--- src/rtl/issue_sched_pkg.sv ---
//------------------------------------------------------------------------------
// Module   : venus_sched_pkg
// Desc     : Shared types and default sizes for the issue scheduler.
// Revision : 1.0 - initial release
//------------------------------------------------------------------------------
`default_nettype none

package venus_sched_pkg;

   localparam int NREG     = 4;
   localparam int IDX_W    = 2;
   localparam int MAX_PEND = 3;
   localparam int CNT_W    = 2;

   typedef enum logic [1:0] {
      ST_RUN   = 2'd0,
      ST_DRAIN = 2'd1,
      ST_DONE  = 2'd2,
      ST_HOLD  = 2'd3
   } sched_state_e;

endpackage

`default_nettype wire

--- src/rtl/issue_sched_if.sv ---
//------------------------------------------------------------------------------
// Module   : issue_sched_if
// Desc     : Decode/exec/writeback/drain bundle of the issue scheduler.
// Revision : 1.0 - initial release
//------------------------------------------------------------------------------
`default_nettype none

interface issue_sched_if
   import venus_sched_pkg::*;
#(
   parameter int NREG_P  = NREG,
   parameter int IDX_W_P = IDX_W
);
   logic               dec_valid;
   logic               dec_ready;
   logic               dec_rs_use;
   logic [IDX_W_P-1:0] dec_rs_idx;
   logic               dec_rt_use;
   logic [IDX_W_P-1:0] dec_rt_idx;
   logic               dec_rd_wr;
   logic [IDX_W_P-1:0] dec_rd_idx;
   logic               exec_valid;
   logic               exec_ready;
   logic               wb_valid;
   logic [IDX_W_P-1:0] wb_idx;
   logic               drain_req;
   logic               drain_done;
   logic [NREG_P-1:0]  reserved;
   logic               sb_err;

   modport master (
      output dec_valid, dec_rs_use, dec_rs_idx, dec_rt_use, dec_rt_idx,
             dec_rd_wr, dec_rd_idx, exec_ready, wb_valid, wb_idx, drain_req,
      input  dec_ready, exec_valid, drain_done, reserved, sb_err
   );

   modport slave (
      input  dec_valid, dec_rs_use, dec_rs_idx, dec_rt_use, dec_rt_idx,
             dec_rd_wr, dec_rd_idx, exec_ready, wb_valid, wb_idx, drain_req,
      output dec_ready, exec_valid, drain_done, reserved, sb_err
   );

endinterface

`default_nettype wire

--- src/rtl/issue_sched_pend_cnt.sv ---
//------------------------------------------------------------------------------
// Module   : pend_cnt
// Desc     : Saturating pending-write counter for one architectural register.
// Revision : 1.0 - initial release
//------------------------------------------------------------------------------
`default_nettype none

module pend_cnt
   import venus_sched_pkg::*;
#(
   parameter int MAX_PEND_P = MAX_PEND,
   parameter int CNT_W_P    = CNT_W
) (
   input  wire logic               clk,
   input  wire logic               rst,
   input  wire logic               inc,
   input  wire logic               dec,
   output logic     [CNT_W_P-1:0]  count,
   output logic                    nz,
   output logic                    full,
   output logic                    underflow
);

   logic [CNT_W_P-1:0] r_count;
   logic               w_inc_eff;
   logic               w_dec_eff;

   assign nz        = (r_count != '0);
   assign full      = (r_count == CNT_W_P'(MAX_PEND_P));
   assign underflow = dec & ~nz;
   assign count     = r_count;

   // A writeback to an idle register is dropped; a simultaneous inc+dec nets out.
   assign w_dec_eff = dec & nz;
   assign w_inc_eff = inc & (~full | w_dec_eff);

   always_ff @(posedge clk) begin
      if (!rst)
         r_count <= '0;
      else if (w_inc_eff && !w_dec_eff)
         r_count <= r_count + 1'b1;
      else if (w_dec_eff && !w_inc_eff)
         r_count <= r_count - 1'b1;
   end

endmodule

`default_nettype wire

--- src/rtl/issue_sched.sv ---
//------------------------------------------------------------------------------
// Module   : issue_sched
// Desc     : Decode-to-exec issue scheduler with RAW/WAW scoreboard and drain.
//            Optional ISSUE_SCHED_WB_BYPASS_EN lets a same-cycle writeback clear
//            a source hazard.
// Revision : 1.0 - initial release
//------------------------------------------------------------------------------
`default_nettype none

module issue_sched
   import venus_sched_pkg::*;
#(
   parameter int NREG_P     = NREG,
   parameter int IDX_W_P    = IDX_W,
   parameter int MAX_PEND_P = MAX_PEND,
   parameter int CNT_W_P    = CNT_W
) (
   input wire logic     clk,
   input wire logic     rst,
   issue_sched_if.slave bus
);

   sched_state_e        r_state;
   sched_state_e        w_state_nxt;
   logic                r_sb_err;
   logic [NREG_P-1:0]   w_nz;
   logic [NREG_P-1:0]   w_full;
   logic [NREG_P-1:0]   w_underflow;
   logic [NREG_P-1:0]   w_inc;
   logic [NREG_P-1:0]   w_dec;
   logic [NREG_P-1:0]   w_busy;
   logic [CNT_W_P-1:0]  w_count [NREG_P];
   logic                w_all_idle;
   logic                w_raw;
   logic                w_waw_full;
   logic                w_issue;

   genvar gi;
   generate
      for (gi = 0; gi < NREG_P; gi++) begin : g_cnt
         assign w_inc[gi] = w_issue & bus.dec_rd_wr & (bus.dec_rd_idx == IDX_W_P'(gi));
         assign w_dec[gi] = bus.wb_valid & (bus.wb_idx == IDX_W_P'(gi));

         pend_cnt #(
            .MAX_PEND_P (MAX_PEND_P),
            .CNT_W_P    (CNT_W_P)
         ) u_pend_cnt (
            .clk       (clk),
            .rst       (rst),
            .inc       (w_inc[gi]),
            .dec       (w_dec[gi]),
            .count     (w_count[gi]),
            .nz        (w_nz[gi]),
            .full      (w_full[gi]),
            .underflow (w_underflow[gi])
         );
      end
   endgenerate

   always_comb begin
      w_busy     = w_nz;
      w_all_idle = 1'b1;
      for (int i = 0; i < NREG_P; i++) begin
         if (w_count[i] != '0)
            w_all_idle = 1'b0;
`ifdef ISSUE_SCHED_WB_BYPASS_EN
         // The last outstanding write lands this cycle via register-file write-through.
         if (bus.wb_valid && (bus.wb_idx == IDX_W_P'(i)) && (w_count[i] == CNT_W_P'(1)))
            w_busy[i] = 1'b0;
`endif
      end
   end

   assign w_raw      = (bus.dec_rs_use & w_busy[bus.dec_rs_idx]) |
                       (bus.dec_rt_use & w_busy[bus.dec_rt_idx]);
   assign w_waw_full = bus.dec_rd_wr & w_full[bus.dec_rd_idx];
   // Gating with rst keeps the handshake quiet while reset is asserted.
   assign w_issue    = rst & bus.dec_valid & bus.exec_ready & ~w_raw & ~w_waw_full &
                       (r_state == ST_RUN);

   assign bus.dec_ready  = w_issue;
   assign bus.exec_valid = w_issue;
   assign bus.drain_done = rst & (r_state == ST_DONE);
   assign bus.reserved   = w_nz;
   assign bus.sb_err     = r_sb_err;

   always_ff @(posedge clk) begin
      if (!rst) begin
         r_state  <= ST_RUN;
         r_sb_err <= 1'b0;
      end else begin
         r_state  <= w_state_nxt;
         r_sb_err <= r_sb_err | (|w_underflow);
      end
   end

   always_comb begin
      w_state_nxt = r_state;
      case (r_state)
         ST_RUN:   if (bus.drain_req) w_state_nxt = ST_DRAIN;
         ST_DRAIN: if (w_all_idle)    w_state_nxt = ST_DONE;
         ST_DONE:  w_state_nxt = bus.drain_req ? ST_HOLD : ST_RUN;
         ST_HOLD:  if (!bus.drain_req) w_state_nxt = ST_RUN;
         default:  w_state_nxt = ST_RUN;
      endcase
   end

endmodule

`default_nettype wire

--- src/flat_wrapper.sv ---
// flat-port wrapper written by rule: the top's interface ports become plain ports
module issue_sched_flat import venus_sched_pkg::*;
#(
   parameter int NREG_P     = NREG,
   parameter int IDX_W_P    = IDX_W,
   parameter int MAX_PEND_P = MAX_PEND,
   parameter int CNT_W_P    = CNT_W
)
  (clk, rst, bus_dec_valid, bus_dec_rs_use, bus_dec_rs_idx, bus_dec_rt_use, bus_dec_rt_idx, bus_dec_rd_wr, bus_dec_rd_idx, bus_exec_ready, bus_wb_valid, bus_wb_idx, bus_drain_req, bus_dec_ready, bus_exec_valid, bus_drain_done, bus_reserved, bus_sb_err);
  issue_sched_if #(.NREG_P(NREG_P), .IDX_W_P(IDX_W_P)) bus_i ();
  input wire logic clk;
  input wire logic rst;
  input wire logic [$bits(bus_i.dec_valid)-1:0] bus_dec_valid;
  input wire logic [$bits(bus_i.dec_rs_use)-1:0] bus_dec_rs_use;
  input wire logic [$bits(bus_i.dec_rs_idx)-1:0] bus_dec_rs_idx;
  input wire logic [$bits(bus_i.dec_rt_use)-1:0] bus_dec_rt_use;
  input wire logic [$bits(bus_i.dec_rt_idx)-1:0] bus_dec_rt_idx;
  input wire logic [$bits(bus_i.dec_rd_wr)-1:0] bus_dec_rd_wr;
  input wire logic [$bits(bus_i.dec_rd_idx)-1:0] bus_dec_rd_idx;
  input wire logic [$bits(bus_i.exec_ready)-1:0] bus_exec_ready;
  input wire logic [$bits(bus_i.wb_valid)-1:0] bus_wb_valid;
  input wire logic [$bits(bus_i.wb_idx)-1:0] bus_wb_idx;
  input wire logic [$bits(bus_i.drain_req)-1:0] bus_drain_req;
  output wire logic [$bits(bus_i.dec_ready)-1:0] bus_dec_ready;
  output wire logic [$bits(bus_i.exec_valid)-1:0] bus_exec_valid;
  output wire logic [$bits(bus_i.drain_done)-1:0] bus_drain_done;
  output wire logic [$bits(bus_i.reserved)-1:0] bus_reserved;
  output wire logic [$bits(bus_i.sb_err)-1:0] bus_sb_err;
  assign bus_i.dec_valid = bus_dec_valid;
  assign bus_i.dec_rs_use = bus_dec_rs_use;
  assign bus_i.dec_rs_idx = bus_dec_rs_idx;
  assign bus_i.dec_rt_use = bus_dec_rt_use;
  assign bus_i.dec_rt_idx = bus_dec_rt_idx;
  assign bus_i.dec_rd_wr = bus_dec_rd_wr;
  assign bus_i.dec_rd_idx = bus_dec_rd_idx;
  assign bus_i.exec_ready = bus_exec_ready;
  assign bus_i.wb_valid = bus_wb_valid;
  assign bus_i.wb_idx = bus_wb_idx;
  assign bus_i.drain_req = bus_drain_req;
  assign bus_dec_ready = bus_i.dec_ready;
  assign bus_exec_valid = bus_i.exec_valid;
  assign bus_drain_done = bus_i.drain_done;
  assign bus_reserved = bus_i.reserved;
  assign bus_sb_err = bus_i.sb_err;
  issue_sched #(.NREG_P(NREG_P), .IDX_W_P(IDX_W_P), .MAX_PEND_P(MAX_PEND_P), .CNT_W_P(CNT_W_P)) u_core (.clk(clk), .rst(rst), .bus(bus_i));
endmodule
--- config.mk ---
export PLATFORM = sky130hd
export DESIGN_NAME = issue_sched_flat
export DESIGN_NICKNAME = d
export VERILOG_FILES = /design/src/rtl/issue_sched_pkg.sv /design/src/rtl/issue_sched_if.sv /design/src/rtl/issue_sched_pend_cnt.sv /design/src/rtl/issue_sched.sv /design/src/flat_wrapper.sv
export SDC_FILE = /design/constraint.sdc
export NUM_CORES = 1
export LEC_CHECK = 0
export CAP_MARGIN = 20
export CORE_MARGIN = 2
export CORE_UTILIZATION = 47
export DETAILED_ROUTE_END_ITERATION = 10
export GPL_TIMING_DRIVEN = 0
export HOLD_SLACK_MARGIN = 0.15
export PLACE_DENSITY = 0.79
export SLEW_MARGIN = 0
export SYNTH_ARGS = -nofsm -noshare
export SYNTH_HDL_FRONTEND = slang
export SYNTH_HIERARCHICAL = 1
export SYNTH_SLANG_ARGS = --single-unit
--- constraint.sdc ---
create_clock -name clk -period 2.7 [get_ports clk]
set_clock_uncertainty 0.1 [all_clocks]
set_input_delay 0.81 -clock clk [delete_from_list [all_inputs] [get_ports clk]]
set_output_delay 0.81 -clock clk [all_outputs]
set_load 0.02 [all_outputs]
==> impl_metrics.py <==
metrics = {
    "drt": {
        "wl_mm": 2.48,
        "wl_met3_um": 111,
        "ant_nets": 0,
        "dr.pass1.iters": 4,
        "met2_length_mm": 1.31,
        "vias": 896,
        "drt-wirelength-per-cell_um": 15.3,
        "top_layer_used": "met4",
        "drt_iter0_drc": 18,
        "route.detailed.drc": 0,
        "met1_length_mm": 1.01,
        "vias_per_cell": 5.53,
    },
    "critical_path": {
        "ff2ff_path_depth": 9,
        "critPathBufInv": 3,
        "arrival_ps": 1930,
        "cp_max_fo": 2,
        "reg2reg_to": "u_core/g_cnt[0].u_pend_cnt/count[1]$_SDFFE_PN0P_",
        "path_cells": "buf_8, mux4_2, nand2_1, nor4b_4, buf_4, buf_6",
        "critPathKind": "primary input to output port",
        "slowest_stage": "mux4_2",
        "r2r-start": "u_core/g_cnt[3].u_pend_cnt/count[0]$_SDFFE_PN0P_",
        "path_delay_family": "multiplexers",
        "start_kind": "primary input",
        "crit_start": "bus_dec_rd_idx[0]",
        "critPathCaptureType": "output port",
        "rrSetupSlack_ps": 100,
        "critical-path-max-stage-delay_ps": 470,
        "path_depth": 6,
        "required_ps": 1790,
        "endpoint": "bus_exec_valid",
    },
    "yosys": {
        "syn_inst": 103,
        "synth_sequential_area_ratio": 0.248,
        "synth_edf_count": 0,
        "yosysWarningCount": 6,
        "yosysUniqueCellTypes": 34,
        "yosys.area.top_type": "dfxtp_1",
        "ys.flop_type": "dfxtp_1",
        "async_flop_share": 0,
        "ys_seq_elements": 11,
        "syn_nets": 124,
        "netlist_top_cells_count": "11 x dfxtp_1, 10 x nand2_1, 6 x nor2_1, 6 x nor4_1",
        "netlist_top_cells_area": "dfxtp_1 25%, ha_1 5.6%, mux2i_1 4.5%, a21boi_0 4.2%, nand2_1 4.2%",
        "synth_top_area_frac": 0.248,
        "avgSynthCellArea_sq_um": 8.61,
        "synth_most_common_cell": "dfxtp_1",
        "syn_area_sq_um": 887,
    },
    "cts": {
        "cts_tree": "done",
        "cts-root-buf": "clkbuf_4",
        "cts_buffers": 3,
        "cts_buffer_depth": 2,
        "clk_pin_slew_ps": 60,
        "htreeDepth": 1,
        "clk_latency_ps": 260,
        "cts_hold_buffers": 0,
        "clkSinkCount": 11,
    },
    "worst_hold_path": {
        "hold_depth": 1,
        "hp-class": "register to register",
    },
    "power": {
        "ir_drop_mv": 0.274,
        "leakage_nw": 0.577,
        "switching_share": 0.270,
        "power_density_nw_per_um2": 278,
        "pwr-share-comb": 0.282,
        "p_int_uw": 283,
        "pwr-share-seq": 0.449,
        "p_sw_uw": 105,
        "finalPower_uw": 388,
        "p_clk_frac": 0.269,
    },
    "placed_design": {
        "dp_hpwl_mm": 1.60,
        "placed_cell_area_sq_um": 1160,
        "globalplace.congestion": 0.862,
        "dp_cells": 152,
        "port_buffers": 24,
        "place_worst_setup_slack_ps": -1180,
    },
    "grt": {
        "grt_usage": 0.219,
        "grt_start_max_net_pins": 14,
        "grt_pass1_vias": 870,
        "antenna_found_initial": 0,
        "overflow": 0,
        "grt_pass1_wl_mm": 3.50,
    },
    "timing": {
        "max_slew_margin": 0.787,
        "grt_setup_unrepaired": "true",
        "worstMarginPinSlew_ps": 319,
        "layout_setup_ws_ps": -137,
        "maxSlewViolCount": 0,
        "hold_viol": 0,
        "max_freq_mhz": 352,
        "finalCritPeriodShare": 1.05,
        "setup_viol": 3,
        "post-route-min-period_ps": 2840,
    },
    "cells_and_area": {
        "area_growth_pct": 57.5,
        "nets": 159,
        "final_util": 0.801,
        "finalInstanceArea_sq_um": 1400,
        "drive_gt1_frac": 0.350,
        "antenna_cells": 0,
        "fin_cells": 162,
    },
    "outcome": {
        "outcome": "finished, violations left",
        "violations": "negative setup slack",
    },
    "job": {
        "cap_violations": 0,
    },
    "floorplanning": {
        "initial_core_util": 0.508,
        "dieWidth_um": 47.4,
        "io_pins": 25,
        "dieArea_sq_um": 2250,
        "core-area_sq_um": 1750,
        "rows": 15,
        "fp.dieH_um": 47.4,
    },
}
-- sequential cells by signal, summed over array words and instances, names as in the netlist --
| signal | cells |
|---|---|
| u_core/r_state | 2 |
| u_core/g_cnt.u_pend_cnt/count | 8 |
| u_core/bus.sb_err | 1 |
-- final cells by class --
class	count	area, sq um
sequential	11	220
tap	25	31.3
timing repair buffer	30	277
buffer	1	7.51
inverter	5	18.8
fill	118	348
multi-input combinational	86	817
clock buffer	4	26.3
-- power by group through the flow --
stage	Sequential, mW	Clock [mW]	Combinational [mW]
3_5_place_dp	0.178	0	0.0911
3_3_place_gp	0.177	0	0.0894
4_1_cts	0.174	0.109	0.0976
5_1_grt	0.175	0.117	0.117
6_report	0.174	0.104	0.110
2_1_floorplan	0.178	0	0.0424
-- cells by family (layout without fill, tap and decap cells) --
family	after synthesis	count (layout)	share of synthesized area
mux	5	5	0.0705
buf+inv	6	40	0.0296
simple gates	52	52	0.372
flops	11	11	0.248
compound gates	17	17	0.144
fa+ha+maj	4	4	0.0564
xor+xnor	8	8	0.0790
-- repair_timing --
action | 4_1_cts | 5_1_grt
setup endpoints to repair | 11 | 7
buffers inserted | 4 | 2
endpoints found under the hold margin | 0 | 0
pin swaps | 4 | 8
resized for setup | 55 | 22
-- through the flow --
stage          hold slack, ps  TNS, ps
3_3_place_gp              351    -7650
4_1_cts                   377     -199
3_5_place_dp              362    -8170
2_1_floorplan             361     -106
6_report                  372     -267
5_1_grt                   413     -459
-- cells in the final DEF, fill, tap and decap left out, types with 3 or more instances in the layout --
cell,count
ha_4,3
nor4_4,3
o21ai_0,4
or2_4,4
dfxtp_1,11
or3_1,4
mux2i_2,3
buf_4,6
inv_1,4
clkbuf_4,4
a21boi_1,4
dlygate4sd2_1,6
and2_1,4
clkdlybuf4s50_1,9
xor2_1,4
and2_2,4
nor2_1,6
xnor2_1,4
buf_2,3
nand2_1,9
-- worst min-delay path by stage --
stage,endpoint,startpoint
final,u_core/bus.sb_err$_SDFF_PN0_,u_core/bus.sb_err$_SDFF_PN0_
after global routing,u_core/bus.sb_err$_SDFF_PN0_,u_core/bus.sb_err$_SDFF_PN0_
after CTS,u_core/bus.sb_err$_SDFF_PN0_,u_core/bus.sb_err$_SDFF_PN0_
after detailed placement,u_core/bus.sb_err$_SDFF_PN0_,u_core/bus.sb_err$_SDFF_PN0_
after global placement,u_core/bus.sb_err$_SDFF_PN0_,u_core/bus.sb_err$_SDFF_PN0_
after floorplan,u_core/r_state[1]$_SDFFE_PN0P_,u_core/r_state[1]$_SDFFE_PN0P_
-- metal layers --
metal | vias up | track usage
met5 | - | 0
met4 | 0 | 0.0944
met3 | 6 | 0.0226
met2 | 31 | 0.400
met1 | 418 | 0.258
li1 | 441 | -
-- worst register-to-register path: cells and delay by family, from the launching register on --
kind            cells  cell delay [ps]
flops               1              360
compound gates      3              500
simple gates        3              960
mux                 1              200
fa+ha+maj           1              220
buf+inv             1              190
(Power assumes the default switching activity.)
